**src/rtl/color_freq_sampler.sv**
```systemverilog
// Colour sensor front end: steps S2/S3 through red/green/blue/clear, counts sensor edges per
// gate window and presents a frame over valid/ack. Define COLOR_SAMPLER_OVF_EN to add ovf.
module color_freq_sampler #(
    parameter int unsigned GATE_CYCLES   = 100000,
    parameter int unsigned SETTLE_CYCLES = 5000,
    parameter int unsigned CNT_W         = 32
) (
    input  logic             clk,
    input  logic             rst,
    input  logic             sensor_out,
    input  logic             enable,
    input  logic             sample_ack,
    output logic [1:0]       filter_sel,
    output logic [CNT_W-1:0] red_cnt,
    output logic [CNT_W-1:0] green_cnt,
    output logic [CNT_W-1:0] blue_cnt,
    output logic [CNT_W-1:0] clear_cnt,
    output logic             sample_valid,
`ifdef COLOR_SAMPLER_OVF_EN
    output logic [3:0]       ovf,
`endif
    output logic             busy
);

    localparam int unsigned MAX_T = (GATE_CYCLES > SETTLE_CYCLES) ? GATE_CYCLES : SETTLE_CYCLES;
    localparam int unsigned TW    = (MAX_T > 1) ? $clog2(MAX_T) : 1;
    localparam logic [TW-1:0] SETTLE_LAST =
        TW'((SETTLE_CYCLES == 0) ? 0 : SETTLE_CYCLES - 1);
    localparam logic [TW-1:0] GATE_LAST =
        TW'((GATE_CYCLES == 0) ? 0 : GATE_CYCLES - 1);

    typedef enum logic [2:0] {
        StIdle,
        StSettle,
        StCount,
        StStore,
        StPresent
    } state_t;

    state_t           state;
    logic             sync1, sync2, sync3;
    logic             sensor_edge;
    logic [1:0]       idx;
    logic [TW-1:0]    timer;
    logic [CNT_W-1:0] cnt;
    logic [CNT_W-1:0] cnt_next;
    logic [CNT_W-1:0] shadow [4];
    logic             abort;

    // Filter index to {S2,S3}: red, green, blue, clear.
    function automatic logic [1:0] sel_code(input logic [1:0] i);
        case (i)
            2'd0:    sel_code = 2'b00;
            2'd1:    sel_code = 2'b11;
            2'd2:    sel_code = 2'b01;
            default: sel_code = 2'b10;
        endcase
    endfunction

    assign sensor_edge = sync2 & ~sync3;
    assign abort       = !enable && (state == StSettle || state == StCount);

    always_comb begin
        cnt_next = cnt;
        if (sensor_edge && (cnt != {CNT_W{1'b1}})) begin
            cnt_next = cnt + CNT_W'(1);
        end
    end

    always_ff @(posedge clk or posedge rst) begin
        if (rst) begin
            sync1        <= 1'b0;
            sync2        <= 1'b0;
            sync3        <= 1'b0;
            state        <= StIdle;
            idx          <= 2'd0;
            timer        <= '0;
            cnt          <= '0;
            shadow[0]    <= '0;
            shadow[1]    <= '0;
            shadow[2]    <= '0;
            shadow[3]    <= '0;
            filter_sel   <= 2'b00;
            red_cnt      <= '0;
            green_cnt    <= '0;
            blue_cnt     <= '0;
            clear_cnt    <= '0;
            sample_valid <= 1'b0;
            busy         <= 1'b0;
`ifdef COLOR_SAMPLER_OVF_EN
            ovf          <= 4'b0000;
`endif
        end else begin
            sync1 <= sensor_out;
            sync2 <= sync1;
            sync3 <= sync2;

            if (abort) begin
                // Partial frame is discarded; the last presented frame stays on the outputs.
                state      <= StIdle;
                busy       <= 1'b0;
                filter_sel <= 2'b00;
                idx        <= 2'd0;
                timer      <= '0;
                cnt        <= '0;
                shadow[0]  <= '0;
                shadow[1]  <= '0;
                shadow[2]  <= '0;
                shadow[3]  <= '0;
            end else begin
                unique case (state)
                    StIdle: begin
                        filter_sel <= 2'b00;
                        if (enable) begin
                            state <= StSettle;
                            busy  <= 1'b1;
                            idx   <= 2'd0;
                            timer <= '0;
                            cnt   <= '0;
                        end
                    end

                    StSettle: begin
                        if (timer == SETTLE_LAST) begin
                            state <= StCount;
                            timer <= '0;
                            cnt   <= '0;
                        end else begin
                            timer <= timer + TW'(1);
                        end
                    end

                    StCount: begin
                        if (timer == GATE_LAST) begin
                            // The final window cycle's edge is folded in via cnt_next.
                            shadow[idx] <= cnt_next;
                            cnt         <= '0;
                            timer       <= '0;
                            idx         <= idx + 2'd1;
                            if (idx == 2'd3) begin
                                state      <= StStore;
                                filter_sel <= 2'b00;
                            end else begin
                                state      <= StSettle;
                                filter_sel <= sel_code(idx + 2'd1);
                            end
                        end else begin
                            cnt   <= cnt_next;
                            timer <= timer + TW'(1);
                        end
                    end

                    StStore: begin
                        red_cnt      <= shadow[0];
                        green_cnt    <= shadow[1];
                        blue_cnt     <= shadow[2];
                        clear_cnt    <= shadow[3];
`ifdef COLOR_SAMPLER_OVF_EN
                        // Counts are monotonic, so an all-ones shadow means it saturated.
                        ovf          <= {&shadow[3], &shadow[2], &shadow[1], &shadow[0]};
`endif
                        sample_valid <= 1'b1;
                        busy         <= 1'b0;
                        state        <= StPresent;
                    end

                    StPresent: begin
                        if (sample_ack) begin
                            sample_valid <= 1'b0;
                            if (enable) begin
                                state      <= StSettle;
                                busy       <= 1'b1;
                                filter_sel <= 2'b00;
                                idx        <= 2'd0;
                                timer      <= '0;
                                cnt        <= '0;
                            end else begin
                                state <= StIdle;
                            end
                        end
                    end

                    default: state <= StIdle;
                endcase
            end
        end
    end

endmodule

```
**config.mk**
```make
export PLATFORM = sky130hd
export DESIGN_NAME = color_freq_sampler
export DESIGN_NICKNAME = d
export VERILOG_FILES = /design/src/rtl/color_freq_sampler.sv
export SDC_FILE = /design/constraint.sdc
export NUM_CORES = 1
export LEC_CHECK = 0
export BUFFER_PORTS_ARGS = -buffer_cell sky130_fd_sc_hd__buf_4
export CAP_MARGIN = 5
export CORE_ASPECT_RATIO = 1.5
export CORE_MARGIN = 2
export CORE_UTILIZATION = 40
export DETAILED_ROUTE_END_ITERATION = 8
export SLEW_MARGIN = 20
export SYNTH_ARGS = -nofsm -noshare
export SYNTH_HDL_FRONTEND = slang
export SYNTH_SLANG_ARGS = --single-unit
export TNS_END_PERCENT = 20
```
**constraint.sdc**
```tcl
create_clock -name clk -period 13.3 [get_ports clk]
set_input_delay 0.665 -clock clk [delete_from_list [all_inputs] [get_ports clk]]
set_output_delay 0.665 -clock clk [all_outputs]
set_load 0.05 [all_outputs]
```
Word-level counts from Yosys, hierarchy flattened
Cells that the tools add are included.
W data, S select, Z words.
{"block": "word_totals", "output_inout_bits": 132, "ff_bits": 317, "in_bits": 5}
{"block": "op_classes", "reduce_logical": 22, "n_mux": 45, "addsub": 3, "eq_ne": 16, "bitwise_logic": 4, "magnitude_cmp": 2}
{"op": "$mux W128", "n": 3}
{"op": "$mux W32", "n": 7}
{"op": "$bwmux W128", "n": 1}
{"op": "$pmux W32 S4", "n": 1}
{"op": "$mux W17", "n": 5}
{"op": "$pmux W17 S4", "n": 1}
{"op": "$demux W32 S2", "n": 1}
{"op": "$add A32 B1 Y32 const B", "n": 1}
{"op": "$ne A32 B32 Y1 const B", "n": 1}
{"op": "$mux W2", "n": 10}
{"op": "$pmux W2 S3", "n": 3}
{"op": "$add A17 B1 Y17 const B", "n": 1}
{"op": "$eq A17 B13 Y1 const B", "n": 1}
{"op": "$eq A17 B17 Y1 const B", "n": 1}
{"op": "$mux W3", "n": 5}
{"op": "$pmux W3 S5", "n": 1}
{"op": "$ne A3 B3 Y1 const B", "n": 3}
{"op": "$reduce_and A3 Y1", "n": 3}
{"op": "$reduce_and A2 Y1", "n": 4}
{"op": "$reduce_and A4 Y1", "n": 2}
{"op": "$reduce_bool A4 Y1", "n": 2}
{"op": "$eq A3 B2 Y1 const B", "n": 2}
{"op": "$ne A3 B2 Y1 const B", "n": 2}
{"op": "$reduce_bool A2 Y1", "n": 3}
{"op": "other kinds (20)", "n": 28}

Longest topological paths before layout
{"block": "logic_depth", "ltp_word": 9, "ltp_mapped": 9}

Worst setup path before layout
No wires, ideal clock.
{"block": "synth_timing", "path_kind": "reg-to-reg", "from": "register cnt[0]", "to": "register shadow[118] (netlist bit)", "t_required_ns": 13.167, "n_path_buf": 1, "setup_time_ns": 0.133, "slack_ns": 10.881, "period_less_slack_ns": 2.419, "t_arrival_ns": 2.286, "stages_incl_launch_ff": 9, "cell_sequence": "dfrtp_1 > ha_1 > nand4_1 > or4_1 > a211oi_2 > buf_4 > nand3_1 > xor2_1 > o21ai_0"}
{"block": "synth_via", "elab_chain_len": 7, "word_cells_on_any_way": 8, "classes_between": "1 x add/sub; 1 x eq/ne; 5 x mux; 1 x reduce/logical"}
{"item": "from (decl)", "line_no": "45", "source": "logic [CNT_W-1:0] cnt;"}
{"item": "from (signal assigned)", "line_no": "148", "source": "cnt <= cnt_next;"}
{"item": "parallel branches: the longest is 2 deep, another holds $add A32 B1 Y32"}
{"item": "$mux W32 *", "line_no": "65", "source": "if (sensor_edge && (cnt != {CNT_W{1'b1}})) begin"}
{"item": "$bwmux W128 *", "line_no": "136", "source": "shadow[idx] <= cnt_next;"}
{"item": "$mux W128 *", "line_no": "134", "source": "if (timer == GATE_LAST) begin"}
{"item": "$mux W128 *", "line_no": "111", "source": "unique case (state)"}
{"item": "$mux W128 *", "line_no": "98", "source": "if (abort) begin"}
{"item": "to (signal, indexed assignment)", "line_no": "136"}
{"item": "to (decl)", "line_no": "47", "source": "logic [CNT_W-1:0] shadow [4];"}
Every way passes the cells marked *. The select of a mux whose other input is x is not followed.
A chain may end at the register's enable or synchronous reset.

Worst setup path in the final report
{"block": "layout_timing", "from": "register cnt[0]", "to": "register shadow[92] (netlist bit)"}
Same word-level chain as after synthesis.

==> impl_metrics.toml <==
[critical_path]
setup.worst_path.start_class = "flip-flop"
reg2reg_slack_ns = 10.11
cp_max_fo = 12
worstSetupStartpoint = "cnt[0]"
crit_chain = "ha_1 -> nand4_1 -> or4_1 -> a211oi_2 -> and3_1 -> xnor2_1 -> o21ai_0"
required_ns = 13.73
critPathKind = "reg2reg"
slowest_delay_ns = 0.71
r2r-start = "cnt[0]"
rr_endpoint = "shadow[92]"
slowest_stage = "a211oi_2"
reg2reg_depth = 7
cp-end-kind = "flip-flop"
arrival_ns = 3.62

[global_route]
grt_util_all_layers_pct = 18.60
overflow = 0
first_global_vias = 8902
antenna_found_initial = 0
grt_pass1_wl_um = 49390
grt_max_degree = 116

[clocking]
cts_hold_buf = 0
cts_buffers = 31
htreeDepth = 1
clk_latency_ns = 0.58
cts_resized = 0
cts_setup_buffers = 0
cts_buffer_depth = 3
clock_tree.root_cell = "clkbuf_16"
cts.sinks = 317
cts.reportedPaths.clkPinSlew_ns = 0.06
cts_tree = "yes"

[pwr]
powerDensity_mw_per_mm2 = 141.3
vdd_drop_max_mv = 0.1041
leakage_nw = 7.383

[final_layout]
regArea_mm2 = 0.007933
fill_cells = 2950
final_util_pct = 48.44
antenna_cells = 0
nNetsFinal = 1260
syn_to_final_growth_pct = 19.07
final_layout_size_suffix_gt1_share_pct = 27.47
multi_input_area_mm2 = 0.004836

[timing]
slew_violations = 0
rsz0062_at_grt = "false"
fin_crit_sh_pct = 23.99
min_period_ns = 3.190
setup-tns-final_ns = 0
setup-violations-final = 0
hold_violations = 0
maxSlewHeadroom_pct = 37.35
worst_pin_slew_ns = 0.9398
fin_worst_skew_ns = 0.02290
fmax_mhz = 313.5

[flow_run]
max-cap-violations = 0

[status]
status = "complete, no violations"

[yosys]
ys.flop_type = "dfrtp_1"
ys_seq_area_share_pct = 61.06
async_flop_share_pct = 100.0
synth_edf_count = 0
syn_nets = 1141
synth_cell_types = 49
yosys_warnings = 0
syn_area_mm2 = 0.01299
syn_inst = 1130
ys_ff_latch = 317
syn-mean-instance-area_um2 = 11.50

[min_path]
hold_path_depth = 1
hp-start = "sensor_out"
min_to = "sync1"
worstHoldPathType = "in2reg"

[floorplan]
start_util_pct = 40.69
coreArea_mm2 = 0.03193
die_w_um = 151.1
ios = 137
die-area_mm2 = 0.03397
rows = 80
die_h_um = 224.7

[route]
drc_errors = 0
via_count = 8984
drtAntennaViolNets = 0
drtIter0Drc = 486
drtPass1Iterations = 5
wl_um = 31280
detail_route.vias_per_cell = 5.335
wire_per_inst_um = 18.57

[placed_design]
routabilityCongestion = 0.8107
portBuffers = 136
dpl.hpwl_um = 20110
## power breakdown
group	total, mW	switching (mW)	internal, mW
clock network	0.867	0.381	0.487
logic	0.324	0.240	0.0835
registers	0.995	0.0198	0.975
## flip-flops by register name (all words and copies together) (netlist names), 3 cells and up
register / cells
shadow: 128
red_cnt: 32
blue_cnt: 32
green_cnt: 32
cnt: 32
state: 3
timer: 17
clear_cnt: 32
## worst max-delay path, delay by kind of cell (launching register included)
| kind | cells | cell delay, ns |
|---|---|---|
| AO/OA/AOI/OAI | 2 | 0.88 |
| XOR/XNOR | 1 | 0.27 |
| adder cells (fa/ha/maj) | 1 | 0.26 |
| flip-flops | 1 | 0.47 |
| AND/OR/NAND/NOR | 3 | 1.16 |
## Yosys cell counts, drive strengths merged, types with 2 or more instances
library cell | number | area share, %
xnor2 | 19 | 1.3
and3 | 16 | 0.77
a211oi | 2 | 0.15
nor4b | 3 | 0.32
a21oi | 25 | 0.96
a31o | 2 | 0.20
and2 | 3 | 0.14
a22o | 6 | 0.40
inv | 12 | 0.35
nor2 | 24 | 0.69
nand4 | 10 | 0.48
a32o | 3 | 0.23
clkbuf | 55 | 1.6
buf | 8 | 0.32
ha | 6 | 0.58
a41oi | 6 | 0.40
nand4b | 2 | 0.13
nor3 | 10 | 0.39
o21ai | 158 | 6.1
a31oi | 28 | 1.3
nor4 | 5 | 0.39
nand2 | 181 | 5.2
nand2b | 12 | 0.64
a21o | 4 | 0.23
o31ai | 9 | 0.52
or3 | 10 | 0.48
or4 | 3 | 0.23
dfrtp | 317 | 61
and4 | 4 | 0.27
nand3 | 30 | 1.2
nor2b | 2 | 0.096
mux2 | 128 | 11
xor2 | 20 | 1.3
## worst max path at each step
stage / end / slack (ns) / cells after the start
3_3_place_gp: blue_cnt[30] / 10.04 / 4
6_report: shadow[92] / 10.11 / 7
3_5_place_dp: blue_cnt[30] / 10.00 / 4
2_1_floorplan: blue_cnt[0] / 3.86 / 1
5_1_grt: shadow[38] / 9.84 / 7
4_1_cts: shadow[102] / 10.05 / 7
## cells in the final DEF, fill, tap and decap left out, drive strengths merged, types with 12 or more instances in the layout
cell type  instances
nor2              24
nand2            181
a31oi             28
a21oi             25
and3              16
buf              149
xor2              20
inv               13
xnor2             19
nand2b            12
o21ai            158
clkbuf            44
dfrtp            317
mux2             128
nand3             30
## cell families after synthesis
| group | synth area share, % |
|---|---|
| simple gates | 11.52 |
| flops | 61.06 |
| compound gates | 10.79 |
| mux | 11.17 |
| buf+inv | 2.254 |
| xor+xnor | 2.629 |
| fa+ha+maj | 0.5779 |
## cell type report
type	count	area share, %
clock buffers	44	5.719
clock inverters	14	0.8493
inverters	12	0.3397
multi-input cells	738	31.26
flip-flops and latches	317	51.28
well taps	410	3.316
repair buffers	149	7.231
## through the flow
stage | setup slack (ns) | area [um2] | hold slack (ns) | power [mW] | std cells
final | 10.11 | 15470 | 0.2076 | 2.186 | 1684
after global routing | 9.836 | 15470 | 0.1829 | 2.281 | 1684
after CTS | 10.05 | 15460 | 0.1830 | 2.210 | 1684
after detailed placement | 10.00 | 14450 | 0.3642 | 1.340 | 1626
after global placement | 10.04 | 14440 | 0.3739 | 1.338 | 1626
after floorplan | 3.864 | 12990 | 0.3312 | 1.240 | 1130
## routing by layer
layer	track usage (%)	vias to the layer above	wire [um]
met1	24.07	4571	13070
li1	-	4208	-
met5	0	-	0
met3	2.069	42	1133
met4	5.457	0	735
met2	32.76	163	16340
No activity file was read; power rests on OpenSTA's default activity.
